===== config.mk =====
export PLATFORM = sky130hd
export DESIGN_NAME = hack_clock_monitor
export DESIGN_NICKNAME = d
export VERILOG_FILES = /design/src/rtl/hack_pkg.sv /design/src/rtl/hack_sync_edge.sv /design/src/rtl/hack_clock_monitor.sv
export SDC_FILE = /design/constraint.sdc
export NUM_CORES = 1
export LEC_CHECK = 0
export CAP_MARGIN = 40
export CORE_UTILIZATION = 59
export DETAILED_ROUTE_END_ITERATION = 16
export GPL_ROUTABILITY_DRIVEN = 0
export PLACE_DENSITY = 0.79
export SYNTH_ARGS = -nofsm -noshare
export SYNTH_HDL_FRONTEND = slang
export SYNTH_SLANG_ARGS = --single-unit

===== constraint.sdc =====
create_clock -name clk -period 1.9 [get_ports clk]
set_input_delay 0.285 -clock clk [delete_from_list [all_inputs] [get_ports clk]]
set_output_delay 0.285 -clock clk [all_outputs]
set_load 0.05 [all_outputs]

===== src/rtl/hack_pkg.sv =====
// Shared definitions for the Hack clock receive-side logic.
package hack_pkg;

  // Default width of the half-period counter and measurement.
  localparam int HACK_CNT_W = 7;

  // Lock state of the monitored Hack clock.
  typedef enum logic [1:0] {
    UNLOCKED = 2'd0,
    LOCKING  = 2'd1,
    LOCKED   = 2'd2
  } hack_state_e;

endpackage


===== src/rtl/hack_sync_edge.sv =====
// Two-flop synchroniser plus history flop for an asynchronous Hack-side
// level.  Rise/fall outputs are combinational one-cycle pulses derived from
// the synchronised level and its history; callers register them as needed.
module hack_sync_edge (
  input  logic i_clk,
  input  logic i_rst_n,
  input  logic i_async,
  output logic o_sync,
  output logic o_rise,
  output logic o_fall
);

  logic r_s1;
  logic r_s2;
  logic r_s3;

  // Metastability chain (s1, s2) followed by the history flop (s3).
  always_ff @(posedge i_clk or negedge i_rst_n) begin
    if (!i_rst_n) begin
      r_s1 <= 1'b0;
      r_s2 <= 1'b0;
      r_s3 <= 1'b0;
    end else begin
      r_s1 <= i_async;
      r_s2 <= r_s1;
      r_s3 <= r_s2;
    end
  end

  assign o_sync = r_s3;
  assign o_rise = r_s2 & ~r_s3;
  assign o_fall = ~r_s2 & r_s3;

endmodule


===== src/rtl/hack_clock_monitor.sv =====
// Receive-side Hack clock monitor: synchronises an external slow clock,
// measures its half-period in clk cycles, locks onto a stable period and
// regenerates rise/fall strobes plus an early "going to rise" warning.
module hack_clock_monitor
  import hack_pkg::*;
#(
  parameter int CNT_W      = HACK_CNT_W,
  parameter int EARLY      = 2,
  parameter int TOL        = 1,
  parameter int LOCK_COUNT = 2,
  parameter int TIMEOUT    = 127
) (
  input  logic             clk,
  input  logic             reset_n,
  input  logic             hack_clk_in,
  output logic             hack_clk_sync,
  output logic             rise_strobe,
  output logic             fall_strobe,
  output logic             going_to_rise,
  output logic             locked,
  output logic [CNT_W-1:0] half_period,
  output logic             timeout_err
);

  localparam int MC_W = (LOCK_COUNT < 1) ? 1 : $clog2(LOCK_COUNT + 1);

  localparam logic [CNT_W-1:0] TMO_V   = CNT_W'(TIMEOUT);
  localparam logic [CNT_W:0]   EARLY_V = (CNT_W + 1)'(EARLY);
  localparam logic [CNT_W:0]   TOL_V   = (CNT_W + 1)'(TOL);
  localparam logic [MC_W-1:0]  LC_V    = MC_W'(LOCK_COUNT);

  // Distance between two half-period values, one bit wider so it never wraps.
  function automatic logic [CNT_W:0] abs_diff(input logic [CNT_W-1:0] a,
                                              input logic [CNT_W-1:0] b);
    if (a >= b) abs_diff = {1'b0, a} - {1'b0, b};
    else        abs_diff = {1'b0, b} - {1'b0, a};
  endfunction

  // Internal reset: asserts with reset_n, releases two clk edges later.
  logic r_rst_meta;
  logic r_rst_sync;
  logic w_rst_n;

  // Reset synchroniser so deassertion is always aligned to clk.
  always_ff @(posedge clk or negedge reset_n) begin
    if (!reset_n) begin
      r_rst_meta <= 1'b0;
      r_rst_sync <= 1'b0;
    end else begin
      r_rst_meta <= 1'b1;
      r_rst_sync <= r_rst_meta;
    end
  end

  assign w_rst_n = reset_n & r_rst_sync;

  // Synchronised Hack clock and its raw edge pulses.
  logic w_sync;
  logic w_rise;
  logic w_fall;
  logic w_edge;

  hack_sync_edge u_sync_edge (
    .i_clk   (clk),
    .i_rst_n (w_rst_n),
    .i_async (hack_clk_in),
    .o_sync  (w_sync),
    .o_rise  (w_rise),
    .o_fall  (w_fall)
  );

  assign w_edge = w_rise | w_fall;

  // Measurement datapath state.
  logic [CNT_W-1:0] r_cnt;
  logic [CNT_W-1:0] r_half;
  logic             r_rise;
  logic             r_fall;
  logic             r_tmo;

  // Lock FSM state.
  hack_state_e      r_state;
  hack_state_e      w_state_nx;
  logic [CNT_W-1:0] r_ref;
  logic [CNT_W-1:0] w_ref_nx;
  logic [MC_W-1:0]  r_mcnt;
  logic [MC_W-1:0]  w_mcnt_nx;
  logic             r_armed;
  logic             w_armed_nx;

  logic             w_cnt_sat;
  logic [CNT_W-1:0] w_meas;
  logic             w_match;
  logic             w_tmo_hit;
  logic [MC_W-1:0]  w_mcnt_inc;
  logic             w_g2r;

  // The measurement includes the edge cycle itself, so a steady period of
  // 2*P clk cycles measures exactly P; it saturates with the counter.
  assign w_cnt_sat  = (r_cnt >= TMO_V);
  assign w_meas     = w_cnt_sat ? TMO_V : (r_cnt + CNT_W'(1));
  assign w_match    = (abs_diff(w_meas, r_ref) <= TOL_V);
  assign w_mcnt_inc = r_mcnt + MC_W'(1);

  // Fires only on the step into saturation, so a dead clock reports once;
  // a coincident edge restarts the counter and suppresses the report.
  assign w_tmo_hit  = !w_edge && !w_cnt_sat && (w_meas == TMO_V);

  // Half-period counter, measurement capture and registered strobes.
  always_ff @(posedge clk or negedge w_rst_n) begin
    if (!w_rst_n) begin
      r_cnt  <= '0;
      r_half <= '0;
      r_rise <= 1'b0;
      r_fall <= 1'b0;
      r_tmo  <= 1'b0;
    end else begin
      r_rise <= w_rise;
      r_fall <= w_fall;
      r_tmo  <= w_tmo_hit;
      if (w_edge) begin
        r_half <= w_meas;
        r_cnt  <= '0;
      end else if (!w_cnt_sat) begin
        r_cnt  <= r_cnt + CNT_W'(1);
      end
    end
  end

  // Lock FSM next-state: evaluated on each detected edge or on timeout.
  always_comb begin
    w_state_nx = r_state;
    w_ref_nx   = r_ref;
    w_mcnt_nx  = r_mcnt;
    w_armed_nx = r_armed;
    if (w_edge) begin
      unique case (r_state)
        UNLOCKED: begin
          // The first edge after reset/timeout only starts the counter;
          // the span before it is not a real half-period.
          if (!r_armed) begin
            w_armed_nx = 1'b1;
          end else begin
            w_ref_nx   = w_meas;
            w_mcnt_nx  = '0;
            w_state_nx = LOCKING;
          end
        end
        LOCKING: begin
          if (w_match) begin
            w_mcnt_nx = w_mcnt_inc;
            if (w_mcnt_inc >= LC_V) w_state_nx = LOCKED;
          end else begin
            w_ref_nx  = w_meas;
            w_mcnt_nx = '0;
          end
        end
        LOCKED: begin
          if (!w_match) begin
            w_ref_nx   = w_meas;
            w_mcnt_nx  = '0;
            w_state_nx = LOCKING;
          end
        end
        default: begin
          w_state_nx = UNLOCKED;
          w_armed_nx = 1'b0;
          w_mcnt_nx  = '0;
        end
      endcase
    end else if (w_tmo_hit) begin
      w_state_nx = UNLOCKED;
      w_armed_nx = 1'b0;
      w_mcnt_nx  = '0;
    end
  end

  // Lock FSM state register.
  always_ff @(posedge clk or negedge w_rst_n) begin
    if (!w_rst_n) begin
      r_state <= UNLOCKED;
      r_ref   <= '0;
      r_mcnt  <= '0;
      r_armed <= 1'b0;
    end else begin
      r_state <= w_state_nx;
      r_ref   <= w_ref_nx;
      r_mcnt  <= w_mcnt_nx;
      r_armed <= w_armed_nx;
    end
  end

  // Warn EARLY cycles ahead of the predicted rise; the counter value seen in
  // the rise_strobe cycle is 0, so the prediction point is half_period-EARLY.
  // With half_period <= EARLY there is no room for a warning.
  assign w_g2r = (r_state == LOCKED) && !w_sync &&
                 ({1'b0, r_half} > EARLY_V) &&
                 (({1'b0, r_cnt} + EARLY_V) == {1'b0, r_half});

  assign hack_clk_sync = w_sync;
  assign rise_strobe   = r_rise;
  assign fall_strobe   = r_fall;
  assign going_to_rise = w_g2r;
  assign locked        = (r_state == LOCKED);
  assign half_period   = r_half;
  assign timeout_err   = r_tmo;

endmodule


==> flow_summary.ini, run 1 <==
[global_route]
grt_max_degree = 33
grt_overflow = 164
globalRouteTotalUtil_pct = 85.9

[floorplan]
die_h_um = 67.1
chipWidth_um = 67.1
start_util_pct = 62.0
num_io_pins = 16
fp-row-count = 23

[clocking]
cts-root-buf = clkbuf_8
cts_inserted_buffers = 5
clkSinkCount = 34
cts.path.max_buffers = 2
htreeDepth = 2

[synth]
synthArstFlopShare_pct = 100
mappedNetlistNets = 280
synthFlopType = dfrtp_1
syn_area_mm2 = 0.00250
synth_cells = 253
yosysWarnings = 0
yosys_register_bits = 34
ys_seq_area_share_pct = 34.1
synth.distinct_cells = 59
synth_edf_count = 0
avgSynthCellArea_um2 = 9.88

[placement]
dp_slack_ns = -1.34
port_buffers = 15
place_hpwl_mm = 5.49
dp.cells = 383

[timing]
worst-ep-kind = sequential cell input
grt_worst_setup_endpoint = r_ref[2]$_DFFE_PN0P_/D

[run_status]
run.stop_error = [ERROR GRT-0232] Routing congestion too high. Check the congestion heatmap in the GUI.
lastStage = global routing
status = did not finish
==> routing by layer <==
| layer | GRT overflow | global-route usage (%) |
|---|---|---|
| met5 | 0 | 0 |
| met4 | 63 | 105 |
| met3 | 4 | 57.5 |
| met2 | 96 | 107 |
| met1 | 1 | 84.4 |
==> synthesized netlist by cell type (3+ instances only) <==
master    instances  area, um^2
nor2_1           17        63.8
o21ai_1           3        15.0
or4_1             3        22.5
mux2_1            4        45.0
nor2b_1           3        18.8
nand2b_1          4        25.0
a21o_1            4        30.0
inv_1            25        93.8
nand3_1          10        50.1
nand4_1           4        25.0
mux2i_1           9        90.1
dfrtp_1          34         851
o21ai_0           4        20.0
xnor2_1           6        52.6
nand2_1          14        52.6
nor3_1            6        30.0
buf_6             3        33.8
mux2_2            6        67.6
buf_4             4        30.0
ha_1             22         275
a21oi_1          12        60.1
xor2_1           11        96.3
==> repair_timing <==
action / 4_1_cts
gates resized for setup: 42
buffers inserted: 10
endpoints found under the setup margin: 12
pin swaps: 23
gates cloned: 0
hold buffers: 0
==> metrics by stage <==
stage               area [um^2]  TNS, ns
global placement           3350   -12.75
floorplan                  2640   -11.98
detailed placement         3350   -14.44
CTS                        3780   -14.24
==> cells by family after synthesis <==
logic type / synth area share [%]
simple gates: 15.8
fa+ha+maj: 12.6
compound gates: 15.9
buf+inv: 6.81
flops: 34.1
mux: 8.71
xor+xnor: 5.96
other cells: 0.150
==> run 2, diff against run 1 <==
Settings changed: CORE_UTILIZATION 59 to 40, PLACE_DENSITY 0.79 to unset, PLACE_DENSITY_LB_ADDON set to 0.15.
==> flow_summary.ini, run 2 <==
[synth]
yosys_register_bits = 34
synth_most_common_cell = dfrtp_1
yosys-top-cells-area = dfrtp_1 34%, ha_1 11%, xor2_1 3.9%
yosysWarnings = 0
synth_cells = 253
synth_top_area_share_pct = 34.1
mappedNetlistNets = 280
yosys.area.top_type = dfrtp_1
ys_seq_area_share_pct = 34.1
synth.distinct_cells = 59
synth_common_cells = 34 x dfrtp_1, 25 x inv_1, 22 x ha_1
synthFlopType = dfrtp_1
syn_area_mm2 = 0.00250
avgSynthCellArea_um2 = 9.88
synth_edf_count = 0
synthArstFlopShare_pct = 100

[layout]
finish.cell_count_without_fillers = 423
antenna_cells = 0
n_fill_cell = 471
nets = 374
layout_common_cells = 76 x buf_4, 25 x dfrtp_1, 21 x inv_1
syn2layout_area_growth_pct = 51.4
top_regs = half_period x7, r_cnt x7, r_ref x7
layout-drive-gt1-share_pct = 46.8
fin_area_mm2 = 0.00378
layout_commonest_cell = buf_4

[timing]
finalWorstSetupSlack_ns = -1.28
clock_skew_ns = 0.00298
final_hold_viol_count = 0
max_freq_mhz = 315
finalCriticalPeriod_ns = 3.18
report.final.slew_viol_count = 0
setup_viol = 12
whs_ns = 0.170
slew_headroom_pct = 66.2
rsz0062_at_grt = yes
period_share_pct = 167
worst_pin_slew_ns = 0.506

[routing]
drt_iter0_drc = 55
viasPerCell = 5.06
drt_pre_antenna_iters = 4
final_antenna_net_count = 0
routed_wl_mm = 6.30
wl_per_cell_um = 14.9
drcViolationCount = 0
num_vias = 2142

[worst_setup_path]
end_kind = flop
crit_path_top_delay_cell = dfrtp_2
critPathKind = flop to flop
critical_path_buf_inv_count = 3
startpoint_type = flop
path_cells = ha_4 -> nand2_4 -> a21o_4 -> nand2_4 -> inv_4 -> ha_4 -> inv_2 -> fa_2 -> a21o_1 -> a21oi_2 -> mux2_4 -> o211ai_4 -> o2bb2ai_2 -> a211o_1 -> buf_12 -> mux2i_1
arrival_ns = 3.38
slowest_delay_ns = 0.45
worstPathMaxFanout = 7
cp.required_ns = 2.10
path_delay_family = compound AO/OA/AOI/OAI gates

[run_status]
status = finished with violations
violations = negative setup slack

[power_and_ir_drop]
p_per_area_mw_per_mm2 = 1180
power_w = 0.00447
leakagePower_nw = 1.81
ir_drop_v = 0.000631

[worst_hold_path]
hold_class = input pin to asynchronous set/reset pin

[floorplan]
fp-row-count = 28
num_io_pins = 16
coreArea_mm2 = 0.00596
start_util_pct = 42.0
dieArea_mm2 = 0.00657
chipWidth_um = 81.0
die_h_um = 81.0

[clocking]
cts_inserted_buffers = 5
cts-hold-fix-buffers = 0
htreeDepth = 2
cts-root-buf = clkbuf_8
clk_pin_slew_worst_paths_ns = 0.07
cts.path.max_buffers = 2
cts_tree = yes
clkLatencyLatePin_ns = 0.28
clkSinkCount = 34

[placement]
place_area_mm2 = 0.00338
place_hpwl_mm = 4.79
port_buffers = 15
dp.cells = 407
dp_slack_ns = -1.34

[global_route]
antenna_found_initial = 0
grt_pass1_wl_mm = 10.6
grt_pass1_vias = 2255
grt_max_degree = 33
globalRouteTotalUtil_pct = 21.4
grt_overflow = 0

[flow_run]
maxCapViolations = 0
-- run 2: area by class of cell --
cell class	count	area [um^2]	area share, %
repair buffers	96	810	21.4
clock inverters	3	68.8	1.82
multi-input cells	184	1780	47.1
inverters	26	100	2.65
flip-flops and latches	34	862	22.8
well taps	75	93.8	2.48
clock buffers	5	68.8	1.82
-- run 2: logic make-up after synthesis --
group | Yosys count | synth area share (%)
buffers and inverters | 35 | 6.81
XOR/XNOR | 17 | 5.96
flip-flops | 34 | 34.1
other | 1 | 0.150
AO/OA/AOI/OAI | 47 | 15.9
AND/OR/NAND/NOR | 75 | 15.8
multiplexers | 20 | 8.71
adder cells (fa/ha/maj) | 24 | 12.6
-- run 2: routing by layer --
metal	GRT usage [%]	up-vias	wire, um
li1	-	1068	-
met1	27.4	1037	2950
met2	36.6	27	3120
met3	3.03	10	103
met4	7.50	0	130
met5	0	-	0
-- run 2: timing repair --
action	CTS	global route
setup buffers	6	2
setup endpoints to repair	12	14
endpoints found under the hold margin	0	0
gates resized for setup	31	10
pin swaps	13	8
-- run 2: where the power goes --
| part | internal (W) | switching, W |
|---|---|---|
| Clock | 0.000526 | 0.000277 |
| Sequential | 0.000822 | 0.0000876 |
| Combinational | 0.00143 | 0.00134 |
-- run 2: path summary, 6_finish.rpt --
kind                                       startpoint                         end  slack (ns)  depth (start not counted)
min in group clk           u_sync_edge.r_s1$_DFF_PN0_  u_sync_edge.r_s2$_DFF_PN0_        0.35                          0
min                                           reset_n        r_rst_meta$_DFF_PN0_        0.17                          1
max                              r_cnt[1]$_DFFE_PN0P_        r_ref[2]$_DFFE_PN0P_       -1.28                         16
min reg2reg                u_sync_edge.r_s1$_DFF_PN0_  u_sync_edge.r_s2$_DFF_PN0_        0.35                          0
max in group asynchronous                     reset_n        r_cnt[1]$_DFFE_PN0P_        0.97                          3
max reg2reg                      r_cnt[1]$_DFFE_PN0P_        r_ref[2]$_DFFE_PN0P_       -1.28                         16
-- run 2: worst reg2reg max path: stages, from the launching register on --
cell and delay, ns:
dfrtp_2 0.45, ha_4 0.18, nand2_4 0.09, a21o_4 0.18, nand2_4 0.08, inv_4 0.07, ha_4 0.14, inv_2 0.04
fa_2 0.36, a21o_1 0.21, a21oi_2 0.16, mux2_4 0.33, o211ai_4 0.12, o2bb2ai_2 0.09, a211o_1 0.29, buf_12 0.15
mux2i_1 0.16
-- run 2: stage by stage --
stage          utilization, %  setup TNS, ns
6_report                 63.5         -13.85
3_3_place_gp             56.8         -13.25
4_1_cts                  62.5         -13.40
5_1_grt                  63.5         -15.29
3_5_place_dp             56.8         -13.77
2_1_floorplan               -         -11.98
Power figures use the tool's default switching activity.
==> run 3, diff against run 2 <==
Settings changed: GPL_ROUTABILITY_DRIVEN 0 to unset.
==> results of run 3 <==
The final DEF is identical to that of run 2; final timing and power are the same.
==> run 4, diff against run 3 <==
Clock period 1.9 ns to 4.1 ns, I/O delays scaled along.
==> flow_summary.ini, run 4 (synthesis gave the netlist of run 2 again) <==
[timing]
clock_skew_ns = 0.00570
fin_setup_tns_ns = 0
finalCriticalPeriod_ns = 3.70
finalWorstSetupSlack_ns = 0.403
report.final.slew_viol_count = 0
rsz0062_at_grt = no
period_share_pct = 90.2
final_hold_viol_count = 0
setup_viol = 0
max_freq_mhz = 270

[placement]
place_hpwl_mm = 3.96
port_buffers = 15
dp_slack_ns = 0.418
gp_congestion = 0.845
dp.cells = 337

[worst_setup_path]
critical_path_buf_inv_count = 1
critPathKind = flop to flop
startpoint_type = flop
r2r-start = r_cnt[2]$_DFFE_PN0P_
crit_path_top_delay_cell = dfrtp_1
worstPathMaxFanout = 8
end_kind = flop
path_cells = ha_1 -> nand2_2 -> a21o_4 -> nand2_1 -> ha_1 -> inv_1 -> fa_1 -> a21o_1 -> a21oi_1 -> mux2_4 -> and4_1 -> o2bb2ai_2 -> a211o_1 -> mux2i_1
crit_path_frequent_cell = ha_1
path_delay_family = compound AO/OA/AOI/OAI gates
crit_start = r_cnt[2]$_DFFE_PN0P_
slowest_delay_ns = 0.47
cp.required_ns = 4.25
arrival_ns = 3.84

[floorplan]
dieArea_mm2 = 0.00657
fp-row-count = 28
die_h_um = 81.0
start_util_pct = 42.0
coreArea_mm2 = 0.00596
num_io_pins = 16
chipWidth_um = 81.0

[clocking]
cts.path.max_buffers = 2
post_cts_buffers = 0
cts-hold-fix-buffers = 0
clkSinkCount = 34
htreeDepth = 2
cts_resized = 0
cts_tree = yes
cts-root-buf = clkbuf_8
clk_pin_slew_worst_paths_ns = 0.06
clkLatencyLatePin_ns = 0.28
cts_inserted_buffers = 5

[layout]
layout_common_cells = 34 x dfrtp_1, 25 x inv_1, 22 x ha_1
syn2layout_area_growth_pct = 10.9
finish.cell_count_without_fillers = 344
layout_commonest_cell = dfrtp_1
top_regs = half_period x7, r_cnt x7, r_ref x7
layout-drive-gt1-share_pct = 11.9
antenna_cells = 0
nets = 296

[global_route]
globalRouteTotalUtil_pct = 17.8
grt_overflow = 0
antenna_found_initial = 0
grt_pass1_vias = 1774
grt_max_degree = 33
grt_pass1_wl_mm = 8.76

[power_and_ir_drop]
p_per_area_mw_per_mm2 = 514
ir_drop_v = 0.000261
leakagePower_nw = 1.29

[flow_run]
maxCapViolations = 0

[worst_hold_path]
hold_class = flop to flop
min_from = r_rst_meta$_DFF_PN0_

[routing]
drt_pre_antenna_iters = 4
routed_wl_mm = 5.11
num_vias = 1819
drcViolationCount = 0
final_antenna_net_count = 0
wl_per_cell_um = 14.9
drt_iter0_drc = 107
viasPerCell = 5.29

[run_status]
status = finished clean
## run 4: path summary, 6_finish.rpt
kind | endpoint | slack (ns) | cells past startpoint
max in group asynchronous | r_ref[5]$_DFFE_PN0P_ | 2.89 | 3
min reg2reg | r_rst_sync$_DFF_PN0_ | 0.35 | 0
min | r_rst_sync$_DFF_PN0_ | 0.35 | 0
max | r_ref[5]$_DFFE_PN0P_ | 0.40 | 14
max reg2reg | r_ref[5]$_DFFE_PN0P_ | 0.40 | 14
min in group asynchronous | half_period[6]$_DFFE_PN0N_ | 0.36 | 2
## run 4: per-layer routing
metal | share of wire (%) | GRT usage, %
met3 | 2.5 | 3.71
met5 | 0 | 0
met4 | 1.4 | 6.07
met2 | 46 | 27.4
met1 | 50 | 24.7
## run 4: layout make-up
class	instances	area, um^2
clock buffers	5	68.8
clock inverters	2	10.0
fillers	588	3180
inverters	26	97.6
multi-input cells	184	1480
flip-flops and latches	34	851
well taps	75	93.8
repair buffers	18	173
## run 4: metrics by stage
| step | power [W] | utilization, % | hold WS [ns] | instance area, um^2 |
|---|---|---|---|---|
| after CTS | 0.00144 | 46.5 | 0.356 | 2770 |
| after global routing | 0.00154 | 46.5 | 0.358 | 2770 |
| after floorplan | 0.00106 | - | 0.319 | 2500 |
| after global placement | 0.00120 | 45.2 | 0.334 | 2690 |
| after detailed placement | 0.00120 | 45.2 | 0.341 | 2690 |
| final | 0.00143 | 46.5 | 0.353 | 2770 |
## run 4: report_power, final
part	leakage (nW)	switching [W]	internal, W	total (W)
Clock	0.0438	0.000113	0.000114	0.000227
Sequential	0.448	0.0000414	0.000379	0.000420
Combinational	0.803	0.000434	0.000345	0.000779
Total	1.29	0.000588	0.000837	0.00143
